[config.mk]
export PLATFORM = sky130hd
export DESIGN_NAME = tri_scan
export DESIGN_NICKNAME = d
export VERILOG_FILES = /design/src/rtl/tri_scan.sv
export SDC_FILE = /design/constraint.sdc
export NUM_CORES = 1
export LEC_CHECK = 0
export CAP_MARGIN = 20
export CORE_AREA = 2 2 464 466
export CTS_BUF_LIST = sky130_fd_sc_hd__clkbuf_16
export DETAILED_ROUTE_END_ITERATION = 16
export DIE_AREA = 0 0 466 468
export SLEW_MARGIN = 25
export SYNTH_ARGS = -nofsm -noshare
export SYNTH_HDL_FRONTEND = slang
export SYNTH_SLANG_ARGS = --single-unit
[constraint.sdc]
create_clock -name i_clk -period 2.7 [get_ports i_clk]
set_input_delay 0.405 -clock i_clk [delete_from_list [all_inputs] [get_ports i_clk]]
set_output_delay 0.405 -clock i_clk [all_outputs]
set_load 0.02 [all_outputs]
[src/rtl/tri_scan.sv]
`default_nettype none
// ============================================================================
// Module   : tri_scan
// Purpose  : Scans a triangle list for one ray. Each triangle is read from
//            memory and sent to an external pipelined intersection unit. The
//            scan keeps the first (lowest-index) hit and stops issuing reads
//            as soon as that hit returns.
// Ports    :
//   i_clk, i_rstn          clock, asynchronous active-low reset
//   i_ray_valid/o_ray_ready ray request handshake; i_ray + i_num_tri latched
//   o_mem_rd/o_mem_addr    triangle read strobe and index
//   i_mem_data             triangle vertices, valid 1 cycle after o_mem_rd
//   o_isect_en/_tri/_ray   request to the intersection unit
//   i_isect_result/_normal hit flag and normal, LAT cycles after o_isect_en
//   o_valid/i_ready        result handshake
//   o_hit/_idx/_normal     scan result
// Revision : 1.0 - initial release
// ============================================================================
module tri_scan #(
  parameter int IDX_W = 10,
  parameter int LAT   = 2
) (
  input  logic                    i_clk,
  input  logic                    i_rstn,
  input  logic                    i_ray_valid,
  output logic                    o_ray_ready,
  input  logic [0:1][0:2][31:0]   i_ray,
  input  logic [IDX_W-1:0]        i_num_tri,
  output logic                    o_mem_rd,
  output logic [IDX_W-1:0]        o_mem_addr,
  input  logic [0:2][0:2][31:0]   i_mem_data,
  output logic                    o_isect_en,
  output logic [0:2][0:2][31:0]   o_isect_tri,
  output logic [0:1][0:2][31:0]   o_isect_ray,
  input  logic                    i_isect_result,
  input  logic [0:2][31:0]        i_isect_normal,
  output logic                    o_valid,
  input  logic                    i_ready,
  output logic                    o_hit,
  output logic [IDX_W-1:0]        o_hit_idx,
  output logic [0:2][31:0]        o_hit_normal
);

  // A tag enters stage 0 the cycle after its read is issued; the last stage
  // lines up with the intersection result for that read (read + 2 + LAT).
  localparam int DEPTH = LAT + 2;

  typedef enum logic [1:0] {
    IDLE  = 2'd0,
    SCAN  = 2'd1,
    DRAIN = 2'd2,
    DONE  = 2'd3
  } state_t;

  state_t                 state;
  state_t                 state_nxt;

  logic [0:1][0:2][31:0]  ray_q;
  logic [IDX_W-1:0]       num_q;
  logic [DEPTH-1:0]       tag_v;
  logic [IDX_W-1:0]       tag_idx [DEPTH];

  logic                   accept;
  logic                   hit_now;
  logic                   last_issue;
  logic                   rd_nxt;
  logic [IDX_W-1:0]       addr_nxt;

  // Only the first hit of a scan counts; o_hit masks every later result.
  assign hit_now     = tag_v[DEPTH-1] & i_isect_result & ~o_hit;
  assign last_issue  = (o_mem_addr == num_q - IDX_W'(1));

  assign o_ray_ready = (state == IDLE);
  assign o_valid     = (state == DONE);
  assign o_isect_ray = ray_q;

  // --------------------------------------------------------------------------
  // FSM state register
  // --------------------------------------------------------------------------
  always_ff @(posedge i_clk or negedge i_rstn) begin
    if (!i_rstn) begin
      state <= IDLE;
    end else begin
      state <= state_nxt;
    end
  end

  // --------------------------------------------------------------------------
  // Next-state and read-issue logic
  // --------------------------------------------------------------------------
  always_comb begin
    state_nxt = state;
    accept    = 1'b0;
    rd_nxt    = 1'b0;
    addr_nxt  = o_mem_addr;
    case (state)
      IDLE: begin
        if (i_ray_valid) begin
          accept   = 1'b1;
          addr_nxt = '0;
          if (i_num_tri == '0) begin
            state_nxt = DONE;
          end else begin
            state_nxt = SCAN;
            rd_nxt    = 1'b1;
          end
        end
      end
      SCAN: begin
        // Early exit on the first hit; the read already on the bus this
        // cycle still goes out and its result is simply ignored.
        if (hit_now || last_issue) begin
          state_nxt = DRAIN;
        end else begin
          rd_nxt   = 1'b1;
          addr_nxt = o_mem_addr + IDX_W'(1);
        end
      end
      DRAIN: begin
        if (tag_v == '0) begin
          state_nxt = DONE;
        end
      end
      DONE: begin
        if (i_ready) begin
          state_nxt = IDLE;
        end
      end
      default: state_nxt = IDLE;
    endcase
  end

  // --------------------------------------------------------------------------
  // Datapath: read strobe, tag pipeline, intersection request, result capture
  // --------------------------------------------------------------------------
  always_ff @(posedge i_clk or negedge i_rstn) begin
    if (!i_rstn) begin
      o_mem_rd     <= 1'b0;
      o_mem_addr   <= '0;
      ray_q        <= '0;
      num_q        <= '0;
      tag_v        <= '0;
      for (int k = 0; k < DEPTH; k++) begin
        tag_idx[k] <= '0;
      end
      o_isect_en   <= 1'b0;
      o_isect_tri  <= '0;
      o_hit        <= 1'b0;
      o_hit_idx    <= '0;
      o_hit_normal <= '0;
    end else begin
      o_mem_rd   <= rd_nxt;
      o_mem_addr <= addr_nxt;

      if (accept) begin
        ray_q <= i_ray;
        num_q <= i_num_tri;
      end

      tag_v      <= {tag_v[DEPTH-2:0], o_mem_rd};
      tag_idx[0] <= o_mem_addr;
      for (int k = 1; k < DEPTH; k++) begin
        tag_idx[k] <= tag_idx[k-1];
      end

      // Stage-0 tag marks the cycle the memory data is on i_mem_data.
      o_isect_en <= tag_v[0];
      if (tag_v[0]) begin
        o_isect_tri <= i_mem_data;
      end

      if (accept) begin
        o_hit        <= 1'b0;
        o_hit_idx    <= '0;
        o_hit_normal <= '0;
      end else if (hit_now) begin
        o_hit        <= 1'b1;
        o_hit_idx    <= tag_idx[DEPTH-1];
        o_hit_normal <= i_isect_normal;
      end
    end
  end

endmodule
`default_nettype wire

==> results.txt <==
The run finished with clean final reports. The die area is 218000 µm². After detailed placement, the design holds a cell count of just over 6000. Setup repair after global routing left no endpoint under its margin. The total number of clock tree sinks came out at 654.

The tree is rooted in a sky130_fd_sc_hd__clkbuf_16. The die width is between 400 and 500 µm. The power per unit of standard cell area came out at 1180 nW/µm². The leading cell type in the layout, fill and taps excluded is sky130_fd_sc_hd__clkdlybuf4s50_1. The clock reaches the later pin of the worst-skew pair after 0.70 ns.

The critical path starts at o_isect_tri[268]. Ranked by total cell area, the synthesized netlist is headed by sky130_fd_sc_hd__dfrtp_1, sky130_fd_sc_hd__mux2_1, sky130_fd_sc_hd__nand2_1. The number of endpoints with negative hold slack in the final report came out at 0. In this run the worst path has a maximum fanout of 2. The area share of the largest cell type after synthesis is about two thirds. On the critical path, the stage with the largest delay is an instance of sky130_fd_sc_hd__clkdlybuf4s50_1.

The critical path ends at o_isect_tri[268]. The share of async-settable or async-resettable flops after synthesis came out at 100%. The worst slack after detailed placement is 0.420 ns. The growth of design area from synthesis to finish came out at 74.8%. The per-cell via count in the routed design came out at 3.30. STA classifies the critical path startpoint as a flip-flop. The number of setup buffers added after CTS is 0.

The biggest cell delay along the critical path is 0.99 ns. In this run switching power makes up 39.9% of total power. Sequential cells account for roughly a third of the total power. The top flip-flop cell by instance count after synthesis is sky130_fd_sc_hd__dfrtp_1. The synthesized design spends more area on one cell type than any other, namely sky130_fd_sc_hd__dfrtp_1.

The worst-case IR drop observed on VDD is 0.000565 V. The switching power came out at 20.3 mW. The total of warnings raised by yosys is 0. The number of setup violations in the final report came out at 0. The number of nets at the end of the flow came out at 3944. The worst reg-to-reg setup slack is 0.41 ns.

The filler-free cell count of the finished design came out at roughly 6300. STA classifies the critical path endpoint as an output port. The total negative slack for setup checks came out at 0 ns.

The count of buffers inserted at the top-level ports is 1191. The number of synthesized register bits came out at 654. The remaining number of nets flagged by the antenna check after routing came out at 0. Entering global routing, the biggest net connects roughly 110 pins. The netlist uses 54 different library cells. The slew at the pin with the worst max-slew slack came out at 0.975 ns. The clock-pin slew reported for the worst setup and hold paths after clock tree synthesis is approximately 0.060 ns. In this run the most critical hold path is launched from i_ray[31]. The post-detailed-route wirelength per cell is 20.0 µm.

Cells with a size suffix above 1 make up between 6 and 7% of the layout. The footprint of the multi-input gates is 7770 µm². The number of cells traversed by the worst register-to-register path came out at 8. Pin placement for this block handled 1192 I/O pins. The relative slew slack is approximately a third.

Buffers inserted during clock tree synthesis total 80. The endpoint identified for the worst register-to-register timing path is o_mem_addr[5]. The worst reg2reg path startpoint is num_q[0]. The initial antenna violation count came to 56. Across the whole layout, storage elements account for about 16000 µm².

The critical setup path kind is flip-flop to output port. Walking the worst path, the cells encountered are clkdlybuf4s50_1. Combinational logic burns 46.8% of the power. The number of filler instances in the final layout is about 23000. STA puts the critical path data arrival time at 2.05 ns. The die is roughly 470 µm tall. The data required time of the worst path came out at 2.30 ns.

The path class of the tightest hold or removal check is primary input to flip-flop. The total number of vias came out at 20605. The global placement routability congestion came out at approximately 0.87. For this run, the top clock speed supported by timing is 407 MHz. The per-instance average area after synthesis is between 10 and 15 µm². The final count of pins violating max slew came to 0. The final critical-path setup slack is 0.244 ns. The number of instances in the synthesized netlist is 2107. For this block, the initial DRC count from the detailed router was between 900 and 1000. The count of maximum capacitance violations came out at 0. The sequential-to-total area share from yosys stat is 66.6%.

After layout, the minimum clock period comes to 2.46 ns. The internal power is 30.5 mW. The area after detailed placement is slightly above 40000 µm².

The total power draw is 50.9 mW. The HPWL after detailed placement is about 100000 µm. The via count of the first global-routing pass came out at 21553.

Together, buffers and inverters on the worst path number 1. The first global-routing pass estimated 170000 µm of wire. The initial core utilization is a little under an eighth.

The remaining global-route overflow is 0. The initialized floorplan defines 170 standard-cell rows. The cell area after layout is between 40000 and 50000 µm². The hold path depth came out at 3. The kind of cell adding the most delay to the critical path is buffers and inverters.

The DRC violations left came out at 0. The total standard cell area after synthesis came out at 24600 µm². No sink is reached through more buffers than the 3 on the longest clock path. The leakage power figure is roughly 18 nW. The post-synth net total is 2704. The pre-antenna-repair detailed-routing pass consisted of 4 iterations. The proportion of power drawn by the clock network came out at 20.3%. The synthesized design contains 0 enable-type register cells. In the layout the commonest cells are sky130_fd_sc_hd__clkdlybuf4s50_1, sky130_fd_sc_hd__nand2_1, sky130_fd_sc_hd__dfrtp_1. The overall routing resource usage came out at 11.0%. The portion of the clock cycle consumed by the worst path in the final layout is just over 90%.

CTS built an H-tree with a depth of 3. In this run the number of cells on the critical path is 1. The worst clock skew on the final layout came out at between 0.02 and 0.03 ns.

The routed wire length came out at ~130000 µm. TritonCTS built the clock tree. The placeable core area came out at approximately 210000 µm².
[through the flow]
step                utilization [%]  hold slack (ns)
detailed placement             19.0            0.335
global route                   20.1            0.160
finish                         20.1            0.230
global placement               19.0            0.333
CTS                            20.1            0.108
floorplan                         -            0.109
[state kept, by name (all words and copies together), names as in the netlist]
register and flops:
o_isect_tri 288, o_isect_ray 192, o_hit_normal 96, tag_idx 40, num_q 10, o_hit_idx 10
o_mem_addr 10, tag_v 4, state 2, o_hit 1, o_mem_rd 1
[synth_stat cells (2+ instances only)]
| cell | n |
|---|---|
| sky130_fd_sc_hd__dfrtp_1 | 654 |
| sky130_fd_sc_hd__and3b_1 | 3 |
| sky130_fd_sc_hd__nor3b_1 | 2 |
| sky130_fd_sc_hd__or4_1 | 3 |
| sky130_fd_sc_hd__nor3_1 | 4 |
| sky130_fd_sc_hd__o21a_1 | 2 |
| sky130_fd_sc_hd__a211o_2 | 2 |
| sky130_fd_sc_hd__buf_1 | 22 |
| sky130_fd_sc_hd__ha_1 | 6 |
| sky130_fd_sc_hd__inv_1 | 5 |
| sky130_fd_sc_hd__xor2_1 | 7 |
| sky130_fd_sc_hd__mux2_1 | 288 |
| sky130_fd_sc_hd__nand4_1 | 4 |
| sky130_fd_sc_hd__a21oi_1 | 112 |
| sky130_fd_sc_hd__nand2b_1 | 3 |
| sky130_fd_sc_hd__o21ai_0 | 4 |
| sky130_fd_sc_hd__xnor2_1 | 5 |
| sky130_fd_sc_hd__nand3_1 | 9 |
| sky130_fd_sc_hd__mux2i_1 | 6 |
| sky130_fd_sc_hd__a31oi_1 | 2 |
| sky130_fd_sc_hd__clkbuf_1 | 92 |
| sky130_fd_sc_hd__and3_1 | 3 |
| sky130_fd_sc_hd__nor2b_1 | 4 |
| sky130_fd_sc_hd__or3_1 | 3 |
| sky130_fd_sc_hd__nand2_1 | 823 |
| sky130_fd_sc_hd__o21ai_1 | 4 |
| sky130_fd_sc_hd__nor2_1 | 8 |
[worst min path at each step]
stage | endpoint | slack [ns]
floorplan | num_q[0] | 0.11
global placement | tag_idx[24] | 0.33
detailed placement | tag_idx[22] | 0.33
CTS | o_isect_ray[77] | 0.11
global route | o_isect_ray[32] | 0.16
finish | o_isect_ray[31] | 0.23
[power by group through the flow]
stage                     Combinational (mW)  Sequential [mW]  Clock (mW)
after global routing                    25.4             17.2        11.2
after CTS                               24.3             16.7        10.8
after detailed placement                24.2             16.7           0
after floorplan                         6.07             21.1           0
after global placement                  24.0             16.7           0
final                                   23.8             16.7        10.3
[layer usage]
layer,vias to the layer above,wire [µm],GRT usage (%)
li1,9335,-,-
met1,10076,45200,11.5
met4,30,3980,4.57
met3,210,12600,4.64
met5,-,231,0
met2,954,63100,19.3
[logic make-up (layout without fill, tap and decap cells)]
family / count (synthesis) / count (layout) / share of synthesized area, %
AOI/OAI and AO/OA: 138 / 138 / 3.11
xor gates and xnor gates: 12 / 12 / 0.428
adders and majority gates: 6 / 6 / 0.306
buffers and inverters: 121 / 1417 / 1.88
DFF: 654 / 654 / 66.6
muxes: 294 / 294 / 13.4
other: 0 / 10 / 0
and+or+nand+nor: 882 / 882 / 14.2
[timing repair]
| action | CTS | global route |
|---|---|---|
| resized for setup | 2 | 0 |
| hold buffers | 1 | 0 |
| hold endpoints to repair | 33 | 0 |
| endpoints found under the setup margin | 1 | 0 |
[area by class of cell]
| class | count | share of cell area [%] |
|---|---|---|
| Timing Repair Buffer | 1273 | 29.7 |
| Multi-Input combinational cell | 1332 | 18.1 |
| Clock inverter | 58 | 1.09 |
| Clock buffer | 80 | 4.66 |
| Sequential cell | 654 | 38.1 |
| Inverter | 6 | 0.0525 |
| Tap cell | 2838 | 8.27 |
| Antenna cell | 10 | 0.0583 |
Power figures use the tool's default switching activity.
